## config.mk

```make
export PLATFORM = sky130hd
export DESIGN_NAME = multimode_ff_bank
export DESIGN_NICKNAME = d
export VERILOG_FILES = /design/src/rtl/multimode_ff_bank.sv
export SDC_FILE = /design/constraint.sdc
export NUM_CORES = 1
export LEC_CHECK = 0
export ABC_AREA = 0
export ABC_CLOCK_PERIOD_IN_PS = 1750
export CAP_MARGIN = 15
export CORE_MARGIN = 2
export CORE_UTILIZATION = 44
export DETAILED_ROUTE_END_ITERATION = 8
export GPL_TIMING_DRIVEN = 0
export PLACE_DENSITY = 0.76
export SETUP_SLACK_MARGIN = 0.5
export SYNTH_ARGS = -nofsm -noshare
export SYNTH_HDL_FRONTEND = slang
export SYNTH_SLANG_ARGS = --single-unit
```

## constraint.sdc

```tcl
create_clock -name clk -period 1.75 [get_ports clk]
set_clock_uncertainty 0.1 [all_clocks]
set_input_delay 0.175 -clock clk [delete_from_list [all_inputs] [get_ports clk]]
set_output_delay 0.175 -clock clk [all_outputs]
set_load 0.01 [all_outputs]
```

## src/rtl/multimode_ff_bank.sv

```systemverilog
// Bank of WIDTH flip-flops sharing a run-time SR/JK/D/T mode,
// with SR 11 detection, a sticky error flag and a saturating event count.
module multimode_ff_bank #(
  parameter int WIDTH = 4,
  parameter logic [WIDTH-1:0] RESET_VAL = '0,
  parameter int CNT_W = 4
) (
  input  logic             clk,
  input  logic             rst_n,
  input  logic [1:0]       mode,
  input  logic             en,
  input  logic [WIDTH-1:0] a,
  input  logic [WIDTH-1:0] b,
  input  logic             err_clr,
  output logic [WIDTH-1:0] q,
  output logic [WIDTH-1:0] qb,
  output logic [WIDTH-1:0] illegal,
  output logic             err_sticky,
  output logic [CNT_W-1:0] err_cnt
);

  localparam logic [1:0] MODE_SR = 2'b00;
  localparam logic [1:0] MODE_JK = 2'b01;
  localparam logic [1:0] MODE_D  = 2'b10;
  localparam logic [1:0] MODE_T  = 2'b11;

  localparam logic [CNT_W-1:0] CNT_MAX = '1;

  logic [WIDTH-1:0] q_nxt;
  logic [WIDTH-1:0] ill_nxt;
  logic             event_hit;
  logic [CNT_W-1:0] cnt_base;

  always_comb begin
    q_nxt   = q;
    ill_nxt = '0;
    if (en) begin
      unique case (mode)
        MODE_SR: begin
          for (int i = 0; i < WIDTH; i++) begin
            unique case ({a[i], b[i]})
              2'b01:   q_nxt[i] = 1'b0;
              2'b10:   q_nxt[i] = 1'b1;
              2'b11:   ill_nxt[i] = 1'b1;
              default: q_nxt[i] = q[i];
            endcase
          end
        end
        MODE_JK: begin
          for (int i = 0; i < WIDTH; i++) begin
            unique case ({a[i], b[i]})
              2'b01:   q_nxt[i] = 1'b0;
              2'b10:   q_nxt[i] = 1'b1;
              2'b11:   q_nxt[i] = ~q[i];
              default: q_nxt[i] = q[i];
            endcase
          end
        end
        MODE_D:  q_nxt = a;
        MODE_T:  q_nxt = q ^ a;
        default: q_nxt = q;
      endcase
    end
  end

  assign event_hit = |ill_nxt;

  // Clear is applied before a same-edge event, so clear+event leaves 1.
  assign cnt_base = err_clr ? '0 : err_cnt;

  always_ff @(posedge clk) begin
    if (!rst_n) begin
      q          <= RESET_VAL;
      illegal    <= '0;
      err_sticky <= 1'b0;
      err_cnt    <= '0;
    end else begin
      q       <= q_nxt;
      illegal <= ill_nxt;
      if (event_hit)
        err_sticky <= 1'b1;
      else if (err_clr)
        err_sticky <= 1'b0;
      if (event_hit && cnt_base != CNT_MAX)
        err_cnt <= cnt_base + 1'b1;
      else
        err_cnt <= cnt_base;
    end
  end

  assign qb = ~q;

endmodule
```

==> reports/qor.yml <==
outcome: "complete, no violations"
coreArea_mm2: 0.00190
wl_per_cell_um: 15.0
cts_buffers: 3
setup_violations: 0
finalHoldViolations: 0
min_path_type: "in2reg"
postLayoutCoreUtil_pct: 75.4
drc: 0
period_needed_ps: 1530
synthAdderAreaFrac_pct: 14.4
drt_pass1_iterations: 4
fmax_mhz: 652
port_buffers: 30
synth-edff-count: 0
finalPower_mw: 0.755
synthFlopType: "dfxtp_1"
root_buffer: "clkbuf_4"
synth_top_family_by_area: "compound AO/OA/AOI/OAI gates"
ys_seq_elements: 13
layout-drive-gt1-share_pct: 35.4
pwr_density_cell_mw_per_mm2: 527
arrival_ps: 1610
synth-xor-area-share_pct: 1.01
min_period_over_period_pct: 87.7
die_h_um: 48.4
reg2reg_depth: 5
antenna_cells: 0
ant_nets: 0
dieArea_mm2: 0.00234
ir_drop_uv: 309
drv_slew: 0
crit_path_max_fanout: 3
synth.distinct_cells: 29
required_ps: 1830
synth_area_um2: 867
synth_compound_area_share_pct: 24.1
regArea_um2: 268
num_rows: 16
yosys_warnings: 0
cts.htree.levels: 1
syn_avg_cell_area_um2: 8.58
pre_cts_slack_ps: -308
drtIter0Drc: 14
syn_nets: 125
power_leakage_nw: 0.673
yosysSeqAreaShare_pct: 30.0
layout.nets: 169
worstSetupPathType: "reg2reg"
muxShareOfSynthArea_pct: 2.31
holdPathStages: 3
drt_wl_total_um: 2560
path_clk_slew_ps: 100
grt_pass1_wl_um: 3730
grt_pass1_vias: 806
syn_to_final_growth_pct: 65.4
nFillCells: 143
fin_hold_ws_ps: 260
place.gp.congestion: 0.734
via_per_inst: 5.32
tightest_slew_ps: 319
place_hpwl_um: 1630
drv_cap: 0
io_pins: 31
r2r_slack_ps: 220
cts_tree: "yes"
numClockSinks: 13
initial_core_util_pct: 45.6
postSynthCellCount: 101
grt_use_total_pct: 20.9
final_common_cell: "dlygate4sd2_1"
postCtsHoldBufs: 0
end_kind: "flop"
clockBufferDepth: 2
grt.overflow.total: 0
critPathLaunchType: "flop"
grt_max_degree: 11
final_cell_mix: "dlygate4sd2_1 (18), inv_1 (13), buf_4 (9)"
synthArstFlopShare_pct: 0
rsz0062_at_grt: "true"
worst_slack_ps: 216
synth-simple-area-share_pct: 20.9
multi_input_area_um2: 703
fp.dieW_um: 48.4
via_count: 909
antenna_found_initial: 0
fin_tns_setup_ps: 0
clk_latency_ps: 290
slew_headroom_pct: 78.8
==> path summary, 6_finish.rpt <==
| kind | from | end |
|---|---|---|
| worst max register to register | err_cnt[0]$_SDFF_PN0_ | err_cnt[3]$_SDFF_PN0_ |
| worst min-delay path | a[1] | q[1]$_SDFFE_PN0P_ |
| worst min register to register | err_sticky$_SDFFE_PN0P_ | err_sticky$_SDFFE_PN0P_ |
| worst max-delay path | err_cnt[0]$_SDFF_PN0_ | err_cnt[3]$_SDFF_PN0_ |
==> report_power, final <==
| group | switching [mW] | internal (mW) | leakage (nW) |
|---|---|---|---|
| registers | 0.00817 | 0.308 | 0.108 |
| logic | 0.122 | 0.112 | 0.547 |
| clock network | 0.120 | 0.0850 | 0.0177 |
==> through the flow <==
step / instances / instance area [um2]
after floorplan: 101 / 918
after global placement: 158 / 1250
after detailed placement: 158 / 1250
after CTS: 170 / 1370
after global routing: 171 / 1430
final: 171 / 1430
==> cell type report <==
type	instances	area share, %
Multi-Input combinational cell	72	49.0
Timing Repair Buffer	39	23.1
Sequential cell	13	18.7
Inverter	14	3.84
Tap cell	27	2.36
Clock buffer	3	1.57
Buffer	2	1.05
Clock inverter	1	0.349
==> metal layers <==
layer  track usage, %  wire length (um)  part of all wire, %
met5                0                 0                    0
met4             10.0                49                  1.9
met3             4.94                85                  3.3
met2             35.2              1380                   54
met1             25.0              1050                   41
==> flip-flops by register name (all words and copies together) (netlist names) <==
register / flops
err_cnt: 4
err_sticky: 1
illegal: 4
q: 4
==> critical path: stages (launching register included) <==
cell      delay [ps]
dfxtp_2          330
and2b_2          220
ha_4             170
a311oi_4         290
nand4_1          170
mux2i_1          140
==> synth_stat cells (3+ instances only) <==
cell type,count,area (um2)
ha_1,10,125
and2_1,4,25.0
o21bai_1,3,22.5
nand2_1,5,18.8
a211oi_1,3,22.5
a21oi_1,6,30.0
nor2_1,7,26.3
o21ai_0,3,15.0
nand2b_1,4,25.0
a21boi_0,3,22.5
a221oi_1,5,43.8
dfxtp_1,13,260
inv_1,13,48.8
a31oi_1,3,18.8
==> cell families (layout without fill, tap and decap cells) <==
kind of cell / Yosys count / count (layout)
buffers and inverters: 16 / 59
AND/OR/NAND/NOR: 31 / 31
adder cells (fa/ha/maj): 10 / 10
AO/OA/AOI/OAI: 28 / 28
multiplexers: 2 / 2
XOR/XNOR: 1 / 1
flip-flops: 13 / 13
==> repair_timing <==
item,4_1_cts,5_1_grt
gates resized for setup,57,28
buffers inserted,8,1
endpoints found under the hold margin,0,0
endpoints found under the setup margin,29,13
pin swaps,9,8
(Power assumes the default switching activity.)
